==> src/rtl/flash_pkg.sv <==
// Shared types and constants for the bound-flasher step scheduler,
// its state machine and its LED counter.
package flash_pkg;

   typedef enum logic [1:0] {
      ST_IDLE  = 2'd0,
      ST_RUN   = 2'd1,
      ST_PAUSE = 2'd2
   } state_e;

   localparam int unsigned DEB_CYC_DEF = 4;
   localparam int unsigned CNT_W       = 5;
   localparam int unsigned DEB_W       = 8;

endpackage

==> src/rtl/flick_debounce.sv <==
// Two-flop synchroniser plus stable-sample debounce for the flick pushbutton.
module flick_debounce
   import flash_pkg::*;
#(
   parameter int unsigned DEB_CYC = DEB_CYC_DEF
) (
   input  logic clk,
   input  logic reset_n,
   input  logic flick_raw,
   output logic flick_clean
);

   logic             sync1_q;
   logic             sync2_q;
   logic             clean_q;
   logic             clean_d;
   logic [DEB_W-1:0] cnt_q;
   logic [DEB_W-1:0] cnt_d;

   // Count consecutive samples that disagree with the clean level.
   always_comb begin
      clean_d = clean_q;
      cnt_d   = '0;
      if (sync2_q != clean_q) begin
         if (cnt_q + DEB_W'(1) == DEB_W'(DEB_CYC)) begin
            clean_d = sync2_q;
         end else begin
            cnt_d = cnt_q + DEB_W'(1);
         end
      end
   end

   always_ff @(posedge clk or negedge reset_n) begin
      if (!reset_n) begin
         sync1_q <= 1'b0;
         sync2_q <= 1'b0;
         clean_q <= 1'b0;
         cnt_q   <= '0;
      end else begin
         sync1_q <= flick_raw;
         sync2_q <= sync1_q;
         clean_q <= clean_d;
         cnt_q   <= cnt_d;
      end
   end

   assign flick_clean = clean_q;

endmodule

==> src/rtl/flash_step_ctrl.sv <==
// Step scheduler: debounced flick, programmable step tick, pause hold.
// Optional FLASH_SINGLE_STEP_EN adds step_req for single steps while paused.
module flash_step_ctrl
   import flash_pkg::*;
#(
   parameter int unsigned DIV_W   = 16,
   parameter int unsigned DEB_CYC = DEB_CYC_DEF
) (
   input  logic             clk,
   input  logic             reset_n,
   input  logic             flick_raw,
   input  logic             pause,
`ifdef FLASH_SINGLE_STEP_EN
   input  logic             step_req,
`endif
   input  logic [DIV_W-1:0] div_cfg,
   input  logic             fsm_enable,
   input  logic             fsm_upcount,
   output logic             flick_clean,
   output logic             step_tick,
   output logic             cnt_en,
   output logic             cnt_up,
   output logic             busy
);

   state_e           state_q, state_d;
   logic [DIV_W-1:0] div_cnt_q, div_cnt_d;
   logic [DIV_W-1:0] n_q, n_d;
   logic             tick_q, tick_d;
   logic             busy_q, busy_d;
   logic             wrap_c;
   logic             single_c;

   flick_debounce #(.DEB_CYC(DEB_CYC)) u_deb (
      .clk        (clk),
      .reset_n    (reset_n),
      .flick_raw  (flick_raw),
      .flick_clean(flick_clean)
   );

`ifdef FLASH_SINGLE_STEP_EN
   logic step_req_q;

   always_ff @(posedge clk or negedge reset_n) begin
      if (!reset_n) step_req_q <= 1'b0;
      else          step_req_q <= step_req;
   end

   assign single_c = step_req & ~step_req_q;
`else
   assign single_c = 1'b0;
`endif

   assign wrap_c = (div_cnt_q == n_q - DIV_W'(1));

   always_comb begin
      state_d   = state_q;
      div_cnt_d = div_cnt_q;
      n_d       = n_q;
      tick_d    = 1'b0;
      unique case (state_q)
         ST_IDLE: begin
            tick_d    = 1'b1;
            div_cnt_d = '0;
            if (fsm_enable) begin
               state_d = ST_RUN;
               n_d     = (div_cfg == '0) ? DIV_W'(1) : div_cfg;
            end
         end
         ST_RUN: begin
            if (tick_q && !fsm_enable) begin
               state_d   = ST_IDLE;
               div_cnt_d = '0;
               tick_d    = 1'b1;
            end else if (pause) begin
               state_d = ST_PAUSE;
            end else if (wrap_c) begin
               tick_d    = 1'b1;
               div_cnt_d = '0;
            end else begin
               div_cnt_d = div_cnt_q + DIV_W'(1);
            end
         end
         ST_PAUSE: begin
            // Releasing pause counts this cycle, so a hold of P cycles delays by P.
            if (!pause) begin
               state_d = ST_RUN;
               if (wrap_c) begin
                  tick_d    = 1'b1;
                  div_cnt_d = '0;
               end else begin
                  div_cnt_d = div_cnt_q + DIV_W'(1);
               end
            end else begin
               tick_d = single_c;
            end
         end
         default: state_d = ST_IDLE;
      endcase
      busy_d = (state_d != ST_IDLE);
   end

   always_ff @(posedge clk or negedge reset_n) begin
      if (!reset_n) begin
         state_q   <= ST_IDLE;
         div_cnt_q <= '0;
         n_q       <= '0;
         tick_q    <= 1'b0;
         busy_q    <= 1'b0;
      end else begin
         state_q   <= state_d;
         div_cnt_q <= div_cnt_d;
         n_q       <= n_d;
         tick_q    <= tick_d;
         busy_q    <= busy_d;
      end
   end

   assign step_tick = tick_q;
   assign busy      = busy_q;
   assign cnt_en    = tick_q & fsm_enable;
   assign cnt_up    = cnt_en & fsm_upcount;

endmodule

==> config.mk <==
export PLATFORM = sky130hd
export DESIGN_NAME = flash_step_ctrl
export DESIGN_NICKNAME = d
export VERILOG_FILES = /design/src/rtl/flash_pkg.sv /design/src/rtl/flick_debounce.sv /design/src/rtl/flash_step_ctrl.sv
export SDC_FILE = /design/constraint.sdc
export NUM_CORES = 1
export LEC_CHECK = 0
export CAP_MARGIN = 20
export CORE_UTILIZATION = 55
export DETAILED_ROUTE_END_ITERATION = 10
export HOLD_SLACK_MARGIN = 0.02
export PLACE_DENSITY = 0.77
export SYNTH_ARGS = -nofsm -noshare
export SYNTH_HDL_FRONTEND = slang
export SYNTH_SLANG_ARGS = --single-unit
==> constraint.sdc <==
create_clock -name clk -period 6.2 [get_ports clk]
set_input_delay 1.24 -clock clk [delete_from_list [all_inputs] [get_ports clk]]
set_output_delay 1.24 -clock clk [all_outputs]
set_load 0.005 [all_outputs]
; Yosys cells after proc, flatten, opt, wreduce, memory -nomap -nowiden
; Index checks and enable logic that the tools add are counted.
[totals]
rom_bits = 0
out_inout_bits = 5
latch_bits = 0
register_bits = 47
mem_bits_rw = 0
mem_count = 0
[classes]
multipliers = 0
n_mux = 16
bitwise_logic = 2
eq_ne = 5
n_reduce_logical = 8
div = 0
n_addsub = 3
shift = 0
order_cmp = 0
[ops]
columns = op, n
row1 = 16-bit 2-to-1 mux, 4
row2 = 16-bit case mux with 3 select lines, 1
row3 = "16-bit by 1-bit adder with 16-bit output, second input constant", 1
row4 = 16-bit equality test, 1
row5 = 16-bit zero test, 1
row6 = 8-bit 2-to-1 mux, 2
row7 = "16-bit by 1-bit subtractor with 16-bit output, second input constant", 1
row8 = "8-bit by 1-bit adder with 8-bit output, second input constant", 1
row9 = "8-bit by 3-bit equality test with 1-bit output, second input constant", 1
row10 = 2-bit 2-to-1 mux, 4
row11 = 2-bit case mux with 3 select lines, 1
row12 = 2-bit AND reduction, 2
row13 = 1-bit 2-to-1 mux, 3
row14 = 1-bit case mux with 3 select lines, 1
row15 = 3-bit nonzero test, 1
row16 = 1-bit bitwise AND, 2
row17 = "2-bit by 1-bit equality test with 1-bit output, second input constant", 1
row18 = "2-bit equality test, second input constant", 1
row19 = 2-bit zero test, 1
row20 = 2-bit nonzero test, 1
row21 = 1-bit logical AND, 1
row22 = 1-bit zero test, 1
row23 = 1-bit inequality test, 1

; Logic depth before layout (Yosys ltp)
[depth]
depth_word = 6
mapped_depth = 10
depth_no_buf = 9

; Hierarchy
; Synthesis repeated with hierarchy kept, for this count alone.
[unflattened]
hier_cells = 290
area_unflattened_um2 = 2957.8
[by_module_without_submodules]
columns = module, area_each_um2, cells_per_inst, n_inst, seq_area_each_um2
row1 = flash_step_ctrl, 2396.0, 239, 1, 900.9
row2 = flick_debounce, 561.8, 51, 1, 275.3

; Least setup slack after synthesis
; No wires, ideal clock.
[synth_path]
kind = in2reg
startpoint = input pause
endpoint = register div_cnt_q[15]
required_ns = 6.078
setup_slack_ns = 3.154
arrival_time_ns = 2.924
n_path_buf = 1
path_stages = 8
path_cell_list = clkbuf_1 -> nand4b_1 -> or2_2 -> nor4_1 -> nand3_1 -> nor2_1 -> xor2_1 -> a32o_1
[synth_between]
elab_chain_len = 3
[synth_rtl]
columns = element, line
row1 = from (decl), flash_step_ctrl.sv:12  ; input logic pause,
row2 = 16-bit 2-to-1 mux *, -
row3 = 16-bit 2-to-1 mux, -
row4 = 16-bit case mux with 3 select lines *, -
row5 = to (signal assigned), flash_step_ctrl.sv:112  ; div_cnt_q <= div_cnt_d;
row6 = to (decl), flash_step_ctrl.sv:27  ; logic [DIV_W-1:0] div_cnt_q, div_cnt_d;
; Every way passes the cells marked *; elsewhere a longest branch is shown, timed or not.
; A chain may end at the register's enable or synchronous reset.

; Final worst setup path
[layout_path]
startpoint = input fsm_enable
endpoint = output cnt_up
[layout_between]
elab_chain_len = 2
[layout_rtl]
columns = element, line
row1 = from (decl), flash_step_ctrl.sv:17  ; input logic fsm_enable,
row2 = 1-bit bitwise AND, flash_step_ctrl.sv:121  ; assign cnt_en = tick_q & fsm_enable;
row3 = 1-bit bitwise AND, flash_step_ctrl.sv:122  ; assign cnt_up = cnt_en & fsm_upcount;
row4 = to (decl), flash_step_ctrl.sv:22  ; output logic cnt_up,
; Every way passes these cells.

==> out/results.ini <==
[critical_path]
critPathLaunchType = input port
cp_max_fo = 5
required_ps = 4960
cp-startpoint = fsm_enable
path_class = in2out
end_kind = primary output
critPathArrivalTime_ps = 2420
r2r-start = n_q[2]

[routing]
first_pass_iters = 4
drtIter0Drc = 149
via_count = 2347
via_per_inst = 5.80
wire_per_inst_um = 14.7
ant_nets = 0
drcViolationCount = 0
wl_mm = 5.97

[sta]
slew_violations = 0
tightest_slew_ps = 732
finalSetupViolations = 0
fmax_mhz = 273
fin_crit_sh = 0.590
hold_violations = 0
skew_ps = 7.11
fin_crit_ps = 3660
slew_headroom = 0.511
finalSetupTns_ps = 0
grt_setup_unrepaired = false
setup_slack_ps = 2540

[yosys]
synth_mux_area_frac = 0.0695
synth.cells.most_frequent = dfrtp_1 (47), nand2_1 (33), nor2_1 (27), mux2_2 (17)
synth_area_um2 = 2900
yosysMostFrequentCell = dfrtp_1
synth_area_leaders = dfrtp_1 (41%), mux2_2 (6.6%), nand2_1 (4.3%)
yosys.area.top_type = dfrtp_1
synth-xor-area-share = 0.0816
synth-edff-count = 0
synthCells = 313
avgSynthCellArea_um2 = 9.26
synth_compound_area_frac = 0.120
synth_simple_gate_area_frac = 0.260
ys_ff_latch = 47
synth-seq-area-share = 0.406
yosys_warnings = 0
synth.distinct_cells = 50
synthArstFlopShare = 1.00
syn_nets = 343
synthAdderAreaFrac = 0.0345
synth_top_family_by_area = simple AND/OR/NAND/NOR gates
synth_top_area_frac = 0.406
synthFlopType = dfrtp_1

[final_layout]
drive_above_1_share = 0.104
area_growth_pct = 13.9
fin_area_um2 = 3300
multi_input_area_um2 = 1640
fin_util = 0.650
regArea_um2 = 1180
diodes = 0
fill_cells = 444
nets = 364
final_cells = 405

[clock_tree]
cts_tree = done
clock_latency_ps = 300
cts_setup_buffers = 0
ctsResizeCount = 0
clk_path_buf_depth = 2
numClockSinks = 47
clk_pin_slew_ps = 80
clockRootBuffer = clkbuf_8
h-tree-depth = 2
numCtsBuffers = 5
cts_hold_buf = 0

[placed_design]
portBuffers = 26
dp.cells = 396
hpwl_mm = 4.37
place_area_um2 = 3200
gp_congestion = 0.850
dp_slack_ps = 2540

[pwr]
power_frac_comb = 0.404
leakage_uw = 0.00137
p_sw_uw = 443
peakVddDrop_mv = 0.229
pwr-share-seq = 0.437
swShare = 0.389
clockPowerShare = 0.159
intPower_uw = 696
powerDensity_nw_per_um2 = 345

[die]
dieHeight_um = 74.6
row_count = 26
die_x_um = 74.6
core_area_um2 = 5070
io_pins = 27
die_area_um2 = 5560
start_util = 0.571

[job]
drv_cap = 0

[global_route]
grt_pass1_wl_mm = 10.1
grt_max_degree = 48
antenna_found_initial = 0
grt.total_usage = 0.243
grt_pass1_vias = 2111
grt_overflow_total = 0

[status]
outcome = finished clean

[min_path]
min_path_type = reg2reg
hp-start = u_deb.sync1_q

-- cell type report --
cell class,count,share of cell area
multi-input cells,244,0.497
flip-flops and latches,47,0.356
repair buffers,28,0.0857
well taps,70,0.0265
clock buffers,6,0.0220
inverters,8,0.00910
clock inverters,2,0.00379
-- flip-flops by register name, indices dropped and copies added, names as in the netlist --
| signal | flops |
|---|---|
| busy | 1 |
| div_cnt_q | 16 |
| n_q | 16 |
| state_q | 2 |
| step_tick | 1 |
| u_deb.cnt_q | 8 |
| u_deb.flick_clean | 1 |
| u_deb.sync1_q | 1 |
| u_deb.sync2_q | 1 |
-- critical path: stages --
cell	delay, ps
clkdlybuf4s50_1	520
and3_1	160
clkdlybuf4s50_1	490
-- power by group through the flow --
stage          logic, µW  clock network (µW)  registers (µW)
2_1_floorplan        345                   0             471
3_3_place_gp         451                   0             497
3_5_place_dp         457                   0             503
4_1_cts              461                 186             496
5_1_grt              515                 205             513
6_report             460                 181             497
-- path summary, 6_finish.rpt --
path | end | slack (ps) | depth (start not counted)
max in group asynchronous | div_cnt_q[5] | 4990 | 2
min in group asynchronous | div_cnt_q[8] | 760 | 1
setup reg to reg | step_tick | 2840 | 7
hold / removal | u_deb.sync2_q | 360 | 0
hold reg to reg | u_deb.sync2_q | 360 | 0
setup / recovery | cnt_up | 2540 | 3
-- cells in the final DEF (no fill, tap or decap), drive strengths merged, types with 10 or more instances in the layout --
| master | Yosys | layout |
|---|---|---|
| a21oi | 10 | 10 |
| nor3 | 15 | 15 |
| nand3 | 14 | 14 |
| xnor2 | 14 | 14 |
| nand2 | 33 | 33 |
| clkdlybuf4s50 | 0 | 25 |
| mux2 | 17 | 17 |
| nor2 | 27 | 27 |
| xor2 | 13 | 13 |
| dfrtp | 47 | 47 |
| and3 | 10 | 10 |
-- logic make-up after synthesis --
| logic type | after synthesis |
|---|---|
| flip-flops | 47 |
| XOR/XNOR | 27 |
| buffers and inverters | 22 |
| adder cells (fa/ha/maj) | 8 |
| AND/OR/NAND/NOR | 143 |
| multiplexers | 18 |
| AO/OA/AOI/OAI | 48 |
-- per-stage QoR --
| step | power [µW] | hold slack [ps] |
|---|---|---|
| after floorplan | 816 | 331 |
| after global placement | 948 | 335 |
| after detailed placement | 960 | 340 |
| after CTS | 1140 | 361 |
| after global routing | 1230 | 387 |
| final | 1140 | 358 |
-- layer usage --
layer / vias to the layer above / wire (µm) / GRT usage / share of wire
met5: - / 0 / 0 / 0
met4: 0 / 142 / 0.0901 / 0.024
met3: 11 / 162 / 0.0488 / 0.027
met2: 38 / 2930 / 0.389 / 0.49
met1: 1119 / 2730 / 0.327 / 0.46
li1: 1179 / - / - / -
No activity file was read; power rests on OpenSTA's default activity.
